`config.mk`:
```
export PLATFORM = sky130hd
export DESIGN_NAME = map_display_ctrl
export DESIGN_NICKNAME = d
export VERILOG_FILES = /design/src/rtl/map_display_ctrl_pkg.sv /design/src/rtl/map_display_ctrl_btn.sv /design/src/rtl/map_display_ctrl.sv
export SDC_FILE = /design/constraint.sdc
export NUM_CORES = 1
export LEC_CHECK = 0
export ABC_AREA = 1
export CORE_ASPECT_RATIO = 1.5
export CORE_MARGIN = 1.5
export CORE_UTILIZATION = 38
export CTS_CLUSTER_SIZE = 10
export DETAILED_ROUTE_END_ITERATION = 16
export PLACE_DENSITY = 0.7
export SLEW_MARGIN = 20
export SYNTH_ARGS = -nofsm -noshare
export SYNTH_HDL_FRONTEND = slang
export SYNTH_SLANG_ARGS = --single-unit
```
`constraint.sdc`:
```
create_clock -name clk -period 1.67 [get_ports clk]
set_input_delay 0.334 -clock clk [delete_from_list [all_inputs] [get_ports clk]]
set_output_delay 0.334 -clock clk [all_outputs]
set_load 0.05 [all_outputs]
```
`src/rtl/map_display_ctrl_pkg.sv`:
```
// Shared definitions for the game-board display sequencer.
// Latency: n/a (types and constants only).
// Backpressure: n/a.
package map_display_ctrl_pkg;

    // Game phase encodings as seen on the phase output. 2'b11 is unused.
    typedef enum logic [1:0] {
        PH_PLACE  = 2'b00,
        PH_ATTACK = 2'b01,
        PH_DONE   = 2'b10
    } phase_t;

    localparam int ROWS     = 7;
    localparam int COLS     = 5;
    localparam int MAP_BITS = ROWS * COLS;

endpackage

```
`src/rtl/map_display_ctrl_btn.sv`:
```
// Pushbutton conditioner: 2-flop synchroniser, stable-level debounce, rising-edge pulse.
// Latency: pulse is high DEB_CYCLES + 3 cycles after a clean raw rising edge, for one cycle.
// Backpressure: none; the pulse is fire-and-forget.
//
// Ports: clk, reset (sync, active-high), btn (raw, async), pulse (1-cycle, debounced rise).
module btn_debounce #(
    parameter int DEB_CYCLES = 1000
) (
    input  logic clk,
    input  logic reset,
    input  logic btn,
    output logic pulse
);

    localparam int            CW       = (DEB_CYCLES > 1) ? $clog2(DEB_CYCLES) : 1;
    localparam logic [CW-1:0] CNT_LAST = CW'(DEB_CYCLES - 1);

    logic          sync1;
    logic          sync2;
    logic          level;
    logic          level_d;
    logic [CW-1:0] cnt;

    always_ff @(posedge clk) begin
        if (reset) begin
            sync1   <= 1'b0;
            sync2   <= 1'b0;
            level   <= 1'b0;
            level_d <= 1'b0;
            cnt     <= '0;
            pulse   <= 1'b0;
        end else begin
            sync1 <= btn;
            sync2 <= sync1;
            // cnt holds how many consecutive samples already disagreed with
            // level; the DEB_CYCLES-th disagreeing sample flips the level.
            if (sync2 == level) begin
                cnt <= '0;
            end else if (cnt == CNT_LAST) begin
                cnt   <= '0;
                level <= sync2;
            end else begin
                cnt <= cnt + 1'b1;
            end
            level_d <= level;
            pulse   <= level & ~level_d;
        end
    end

endmodule

```
`src/rtl/map_display_ctrl.sv`:
```
// Game phase sequencer and row-scanning driver for the 5x7 LED board.
// Latency: ch6->sel_attack 1 cycle; map/select reach col at the next row advance (<= SCAN_DIV cycles).
// Backpressure: none; maps are sampled at row-advance edges, confirm is a pulse.
//
// Ports: clk, reset (sync, active-high), ch6 (view switch), btn_confirm (raw),
//        place_valid, game_over, pos_map/atk_map (bit = row*5+col),
//        sel_attack (registered map select), row_en (one-hot row), col (row pixels), phase.
module map_display_ctrl
    import map_display_ctrl_pkg::*;
#(
    parameter int SCAN_DIV     = 50000,
    parameter int DEB_CYCLES   = 1000,
    parameter int BLINK_FRAMES = 8
) (
    input  logic                clk,
    input  logic                reset,
    input  logic                ch6,
    input  logic                btn_confirm,
    input  logic                place_valid,
    input  logic                game_over,
    input  logic [MAP_BITS-1:0] pos_map,
    input  logic [MAP_BITS-1:0] atk_map,
    output logic                sel_attack,
    output logic [ROWS-1:0]     row_en,
    output logic [COLS-1:0]     col,
    output logic [1:0]          phase
);

    localparam int            DW       = $clog2(SCAN_DIV);
    localparam logic [DW-1:0] DIV_LAST = DW'(SCAN_DIV - 1);
    localparam int            FW       = (BLINK_FRAMES > 1) ? $clog2(BLINK_FRAMES) : 1;
    localparam logic [FW-1:0] FR_LAST  = FW'(BLINK_FRAMES - 1);
    localparam logic [2:0]    ROW_LAST = 3'(ROWS - 1);
    localparam logic [ROWS-1:0] ROW_ONE = ROWS'(1);

    phase_t          state;
    phase_t          state_nxt;
    logic            sel_nxt;
    logic            confirm;
    logic [DW-1:0]   div_cnt;
    logic [2:0]      row_idx;
    logic [2:0]      row_nxt;
    logic [5:0]      row_base;
    logic [FW-1:0]   frame_cnt;
    logic            blink;
    logic            blink_nxt;
    logic            advance;
    logic            frame_wrap;
    logic [MAP_BITS-1:0] map_cur;
    logic [COLS-1:0] row_bits;

    btn_debounce #(
        .DEB_CYCLES (DEB_CYCLES)
    ) u_confirm (
        .clk   (clk),
        .reset (reset),
        .btn   (btn_confirm),
        .pulse (confirm)
    );

    assign phase = state;

    // Phase transitions and map select. game_over is only looked at in
    // ATTACK, so a simultaneous confirm there has no effect and DONE wins.
    always_comb begin
        state_nxt = state;
        case (state)
            PH_PLACE:  if (confirm && place_valid) state_nxt = PH_ATTACK;
            PH_ATTACK: if (game_over) state_nxt = PH_DONE;
            PH_DONE:   state_nxt = PH_DONE;
            default:   state_nxt = PH_PLACE;
        endcase
        sel_nxt = (state_nxt == PH_DONE) | ((state_nxt == PH_ATTACK) & ch6);
    end

    // Scan datapath. The new row's pixels and the blink decision are taken
    // together at the advance edge so a frame is either fully lit or blank.
    always_comb begin
        advance    = (div_cnt == DIV_LAST);
        row_nxt    = (row_idx == ROW_LAST) ? 3'd0 : row_idx + 3'd1;
        frame_wrap = advance && (row_idx == ROW_LAST);
        blink_nxt  = blink;
        if (state != PH_DONE) begin
            blink_nxt = 1'b1;
        end else if (frame_wrap && (frame_cnt == FR_LAST)) begin
            blink_nxt = ~blink;
        end
        map_cur  = sel_attack ? atk_map : pos_map;
        row_base = {3'b000, row_nxt} * 6'd5;
        row_bits = map_cur[row_base +: COLS];
    end

    always_ff @(posedge clk) begin
        if (reset) begin
            state      <= PH_PLACE;
            sel_attack <= 1'b0;
            div_cnt    <= '0;
            row_idx    <= 3'd0;
            row_en     <= ROW_ONE;
            col        <= '0;
            frame_cnt  <= '0;
            blink      <= 1'b1;
        end else begin
            state      <= state_nxt;
            sel_attack <= sel_nxt;
            blink      <= blink_nxt;
            if (advance) begin
                div_cnt <= '0;
                row_idx <= row_nxt;
                row_en  <= ROW_ONE << row_nxt;
                col     <= blink_nxt ? row_bits : '0;
                if (frame_wrap) begin
                    frame_cnt <= (frame_cnt == FR_LAST) ? '0 : frame_cnt + 1'b1;
                end
            end else begin
                div_cnt <= div_cnt + 1'b1;
            end
        end
    end

endmodule
```
==> Yosys cells after proc, flatten, opt, wreduce, memory -nomap -nowiden <==
Index checks and enable logic that the tools add are counted.
{ "classes": {"n_reduce_logical": 8, "div_mod_pow": 0, "n_bitwise": 6, "mul": 1, "shifts": 2, "n_lt_le_gt_ge": 0, "addsub": 4, "n_mux": 9, "eq_ne": 10} }
{ "op_table": {"columns": ["operator", "count"], "rows": [
  ["2-to-1 mux 35 bit", 1],
  ["variable part select 35 x 7 -> 5 bit", 1],
  ["adder 16 x 1 -> 16 bit, second input constant", 1],
  ["== test 16 bit, second input constant", 1],
  ["adder 10 x 1 -> 10 bit, second input constant", 1],
  ["== test 10 bit, second input constant", 1],
  ["left shift 1 x 3 -> 7 bit, first input constant", 1],
  ["adder 3 x 1 -> 3 bit, second input constant", 2],
  ["== test 3 bit, second input constant", 2],
  ["multiplier 3 x 3 -> 6 bit, second input constant", 1],
  ["2-to-1 mux 3 bit", 2],
  ["case mux 2 bit (3 select lines)", 1],
  ["2-to-1 mux 5 bit", 1],
  ["== test 2 x 1 -> 1 bit, second input constant", 2],
  ["== test 2 bit, second input constant", 2],
  ["2-to-1 mux 2 bit", 2],
  ["AND reduction 2 bit", 2],
  ["logical AND 1 bit", 3],
  ["inverter 1 bit", 3],
  ["OR reduction 3 bit", 1],
  ["bitwise AND 1 bit", 2],
  ["logical NOT 2 bit", 1],
  ["2-to-1 mux 1 bit", 2],
  ["inequality test 2 bit, second input constant", 1],
  ["3 further kinds", 3]
]} }
{ "totals": {"latch_bits": 0, "mem_bits_rw": 0, "romBits": 0, "word_cells": 54, "memories": 0, "register_bits": 53} }

==> Logic depth before layout (Yosys ltp) <==
{ "depth": {"depth_word": 6, "ltp_mapped": 12, "depth_no_buf": 11} }

==> By module <==
Synthesis repeated with hierarchy kept, for this count alone.
{ "unflattened": {"hier_cells": 515, "area_unflattened_um2": 3250.6} }
{ "modules_own_cells": {"columns": ["mod", "instances", "cells_each", "area_each_um2", "seq_area_each_um2"], "rows": [
  ["map_display_ctrl", 1, 422, 2547.4, 760.7],
  ["btn_debounce", 1, 93, 703.2, 300.3]
]} }

==> Least setup slack after synthesis <==
Ideal clock, no wire load.
{ "synth_timing": {"path_kind": "reg2reg", "startpoint": "register sel_attack", "endpoint": "register col[2]", "setup_ps": 113, "arrival_ps": 1510, "required_time_ps": 1557, "setup_slack_ps": 47, "stages_incl_launch_ff": 12, "period_less_slack_ps": 1623, "cell_sequence": "dfxtp_1 > buf_2 > buf_4 > nand2_1 > nand3_1 > nand2_1 > nand3_1 > nand2_1 > nand2_1 > nor2_1 > nand2_1 > nand2_1"} }
{ "synth_between": {"elab_chain_len": 3} }
{ "synth_rtl": {"columns": ["item", "line_no", "source"], "rows": [
  ["start: declaration", "map_display_ctrl.sv:23", "output logic sel_attack,"],
  ["start signal: assignment", "map_display_ctrl.sv:105", "sel_attack <= sel_nxt;"],
  ["2-to-1 mux 35 bit", "map_display_ctrl.sv:88", "map_cur = sel_attack ? atk_map : pos_map;"],
  ["variable part select 35 x 7 -> 5 bit", "map_display_ctrl.sv:90", "row_bits = map_cur[row_base +: COLS];"],
  ["2-to-1 mux 5 bit", "map_display_ctrl.sv:111", "col <= blink_nxt ? row_bits : '0;"],
  ["end signal: assignment", "map_display_ctrl.sv:111", null],
  ["end: declaration", "map_display_ctrl.sv:25", "output logic [COLS-1:0] col,"]
]} }
Every way passes these cells.
A chain may end at the register's enable or synchronous reset.

==> Worst setup path after layout <==
{ "layout_timing": {"startpoint": "register div_cnt[1]", "endpoint": "register col[1]"} }
{ "layout_between": {"elab_chain_len": 6} }
{ "layout_rtl": {"columns": ["item", "line_no", "source"], "rows": [
  ["start: declaration", "map_display_ctrl.sv:40", "logic [DW-1:0] div_cnt;"],
  ["start signal: assignment", "map_display_ctrl.sv:116", "div_cnt <= div_cnt + 1'b1;"],
  ["== test 16 bit (*)", "map_display_ctrl.sv:79", "advance = (div_cnt == DIV_LAST);"],
  ["logical AND 1 bit", "map_display_ctrl.sv:81", "frame_wrap = advance && (row_idx == ROW_LAST);"],
  ["logical AND 1 bit", "map_display_ctrl.sv:85", "end else if (frame_wrap && (frame_cnt == FR_LAST)) begin"],
  ["2-to-1 mux 1 bit", "map_display_ctrl.sv:85", null],
  ["2-to-1 mux 1 bit", "map_display_ctrl.sv:83", "if (state != PH_DONE) begin"],
  ["2-to-1 mux 5 bit", "map_display_ctrl.sv:111", null]
]} }
Mark *: on every way between the ends. The rest lies on a longest branch, timed or not.

==> summary.md <==
| Metric | Value |
|---|---|
| Status | `complete, no violations` |
| Final Max Tran Viols | `0` |
| Commonest non-fill, non-tap cells in the layout | `nand2_1, nor2_1, clkdlybuf4s50_1` |
| Avg Inst Size Synth | `6.27 µm²` |
| Max-Cap Viols | `0` |
| Setup TNS | `0 ps` |
| Cells after synthesis | `just under 500` |
| CTS max path bufs | `2` |
| Vias in the first global route | `about 3,300` |
| Multi-input logic area | `1770 µm²` |
| CTS root buf | `clkbuf_16` |
| Largest net degree at the start of global routing | `41` |
| Die Area | `~8600 µm²` |
| Net count, final | `667` |
| GR Util All Layers | `19.3%` |
| CTS tree | `built` |
| Peak supply drop | `between 0.5 and 0.6 mV` |
| Relative slew slack | `between 70% and 80%` |
| ANT cells | `0` |
| Leading cell type in the layout, fill and taps excluded | `nand2_1` |
| Die height | `approximately 110 µm` |
| GR Overflow Total | `0` |
| Worst-path clk slew | `70 ps` |
| Num CTS Buffers | `5` |
| Tmin final | `1530 ps` |
| Total Wirelength | `8.07 mm` |
| Filler cell count | `788` |
| Post-DP HPWL | `about 6.5 mm` |
| CP required | `between 1500 and 2000 ps` |
| Synth warnings | `0` |
| First-pass GRT wire length | `approximately 14 mm` |
| Worst-Margin Slew | `358 ps` |
| Fmax | `~650 MHz` |
| R2r worst-path depth | `10` |
| Clk_lat worst skew | `290 ps` |
| # port buffers | `90` |
| Area delta synth->final | `41.9%` |
| Die W | `~76 µm` |
| Starting DRT DRC Count | `about 150` |
| Post-route ant nets | `0` |
| Skew final | `between 5 and 6 ps` |
| Synthesized net count | `roughly 570` |
| DR pass1 iterations | `4` |
| Hold buffers post-CTS | `0` |
| Cells on Worst Hold Path | `2` |
| Initial antenna violation count | `0` |
| DR WL/cell | `approximately 12 µm` |
| Clk sinks | `53` |
| # DRC | `0` |
| Min-Delay Path Class | `register to register` |
| Final period util | `around 92%` |
| Setup violations, final | `0` |
| Via count | `around 3,300` |
| H-tree levels | `2` |
| Startpoint Class | `register` |
| Post-synthesis cell area | `about 3100 µm²` |
| Pwr Density | `roughly 600 nW/µm²` |
| Drt via density | `about 4.8` |
| Final hold vios | `0` |
| LEAKAGE | `between 1.5 and 2 nW` |
| Initial core utilization | `slightly below 40%` |
| Reg area | `between 1000 and 1500 µm²` |
| IO Pins | `91` |
| Setup crit end kind | `register` |
| Netlist cell types | `34` |
| Core box area | `approximately 7700 µm²` |
| Total power | `approximately 2.6 mW` |
| FF+latch count, synth | `53` |
| Critical path type | `register to register` |
| Layout cells sized above 1 | `13.1%` |
| Proportion of synthesized chip area in sequential cells | `between 30% and 40%` |
| GPL Wtd Cong | `just over 0.8` |
| # rows | `39` |
| CP max FO | `5` |
| Crit path DAT | `between 1500 and 2000 ps` |
[cell families after synthesis]
family / count (synthesis) / share of synthesized area, %
AO/OA/AOI/OAI: 72 / 12.7
flip-flops: 53 / 34.8
AND/OR/NAND/NOR: 297 / 42.0
buffers and inverters: 60 / 8.52
XOR/XNOR: 1 / 0.287
adder cells (fa/ha/maj): 4 / 1.64
[area by class of cell]
class,count,area share (%)
inverter,45,3.93
timing repair buffer,108,24.2
multi-input combinational,374,40.9
tap,102,2.95
sequential,53,24.5
clock inverter,3,0.606
clock buffer,5,2.89
[critical path, cell delays in order, from the launching register on]
cell	delay [ps]
dfxtp_2	360
ha_4	150
nand2_1	70
nor2_2	120
nand3_1	90
nor2_2	180
nand3_1	100
nand2_1	100
nand3_2	110
nand2_1	100
nand2_1	50
[sequential cells by signal (all words and copies together), names as in the netlist]
register / cells
sel_attack: 1
u_confirm.level: 1
col: 5
frame_cnt: 3
u_confirm.sync2: 1
row_idx: 3
blink: 1
div_cnt: 16
row_en: 7
phase: 2
u_confirm.level_d: 1
u_confirm.sync1: 1
u_confirm.cnt: 10
u_confirm.pulse: 1
[what timing repair did]
item | 4_1_cts | 5_1_grt
setup endpoints to repair | 0 | 12
resized for setup | 0 | 11
setup buffers | 0 | 1
[worst paths after layout]
path,start,end,slack [ps]
worst max register to register,div_cnt[1]$_SDFF_PP0_,col[1]$_SDFFE_PP0N_,140
worst max-delay path,div_cnt[1]$_SDFF_PP0_,col[1]$_SDFFE_PP0N_,140
worst min register to register,u_confirm.sync1$_SDFF_PP0_,u_confirm.sync2$_SDFF_PP0_,410
worst min-delay path,u_confirm.sync1$_SDFF_PP0_,u_confirm.sync2$_SDFF_PP0_,410
[cells in the mapped netlist (all sizes together)]
library cell	instances	area share [%]
xnor2	1	0.29
o211ai	4	0.98
a21oi	25	4.1
nor3b	5	1.2
nand3	32	5.4
inv	43	5.3
clkinv	2	0.29
or2	6	1.2
dfxtp	53	35
o22ai	1	0.21
clkbuf	2	0.25
o21bai	1	0.25
nor3	10	2.0
ha	4	1.6
nand2	152	19
o21ai	35	5.7
and3	1	0.21
a211oi	1	0.25
buf	13	2.7
o31ai	4	0.98
o21a	1	0.25
nor2	86	12
nand4	5	1.0
[metal layers]
| metal | share of wire, % | track usage (%) | routed length (µm) | vias up |
|---|---|---|---|---|
| met3 | 4.5 | 3.39 | 366 | 21 |
| met4 | 3.7 | 9.14 | 298 | 0 |
| met1 | 38 | 19.4 | 3070 | 1452 |
| li1 | - | - | - | 1752 |
| met2 | 54 | 38.0 | 4340 | 84 |
| met5 | 0 | 0 | 0 | - |
[power breakdown]
part | total, mW | internal (mW) | switching, mW
Combinational | 0.284 | 0.198 | 0.0858
Clock | 1.04 | 0.566 | 0.478
Sequential | 1.28 | 1.27 | 0.00776
Total | 2.61 | 2.04 | 0.572
[through the flow]
step | cell area, µm² | cells | util [%] | hold WS [ps] | setup slack (ps)
after floorplan | 3050 | 487 | - | 373 | 47.1
after global placement | 4130 | 681 | 53.6 | 388 | -58.7
after detailed placement | 4130 | 681 | 53.6 | 400 | -63.1
after CTS | 4280 | 689 | 55.6 | 411 | 41.3
after global routing | 4330 | 690 | 56.2 | 420 | -29.4
final | 4330 | 690 | 56.2 | 406 | 137
No activity file was read; power rests on OpenSTA's default activity.
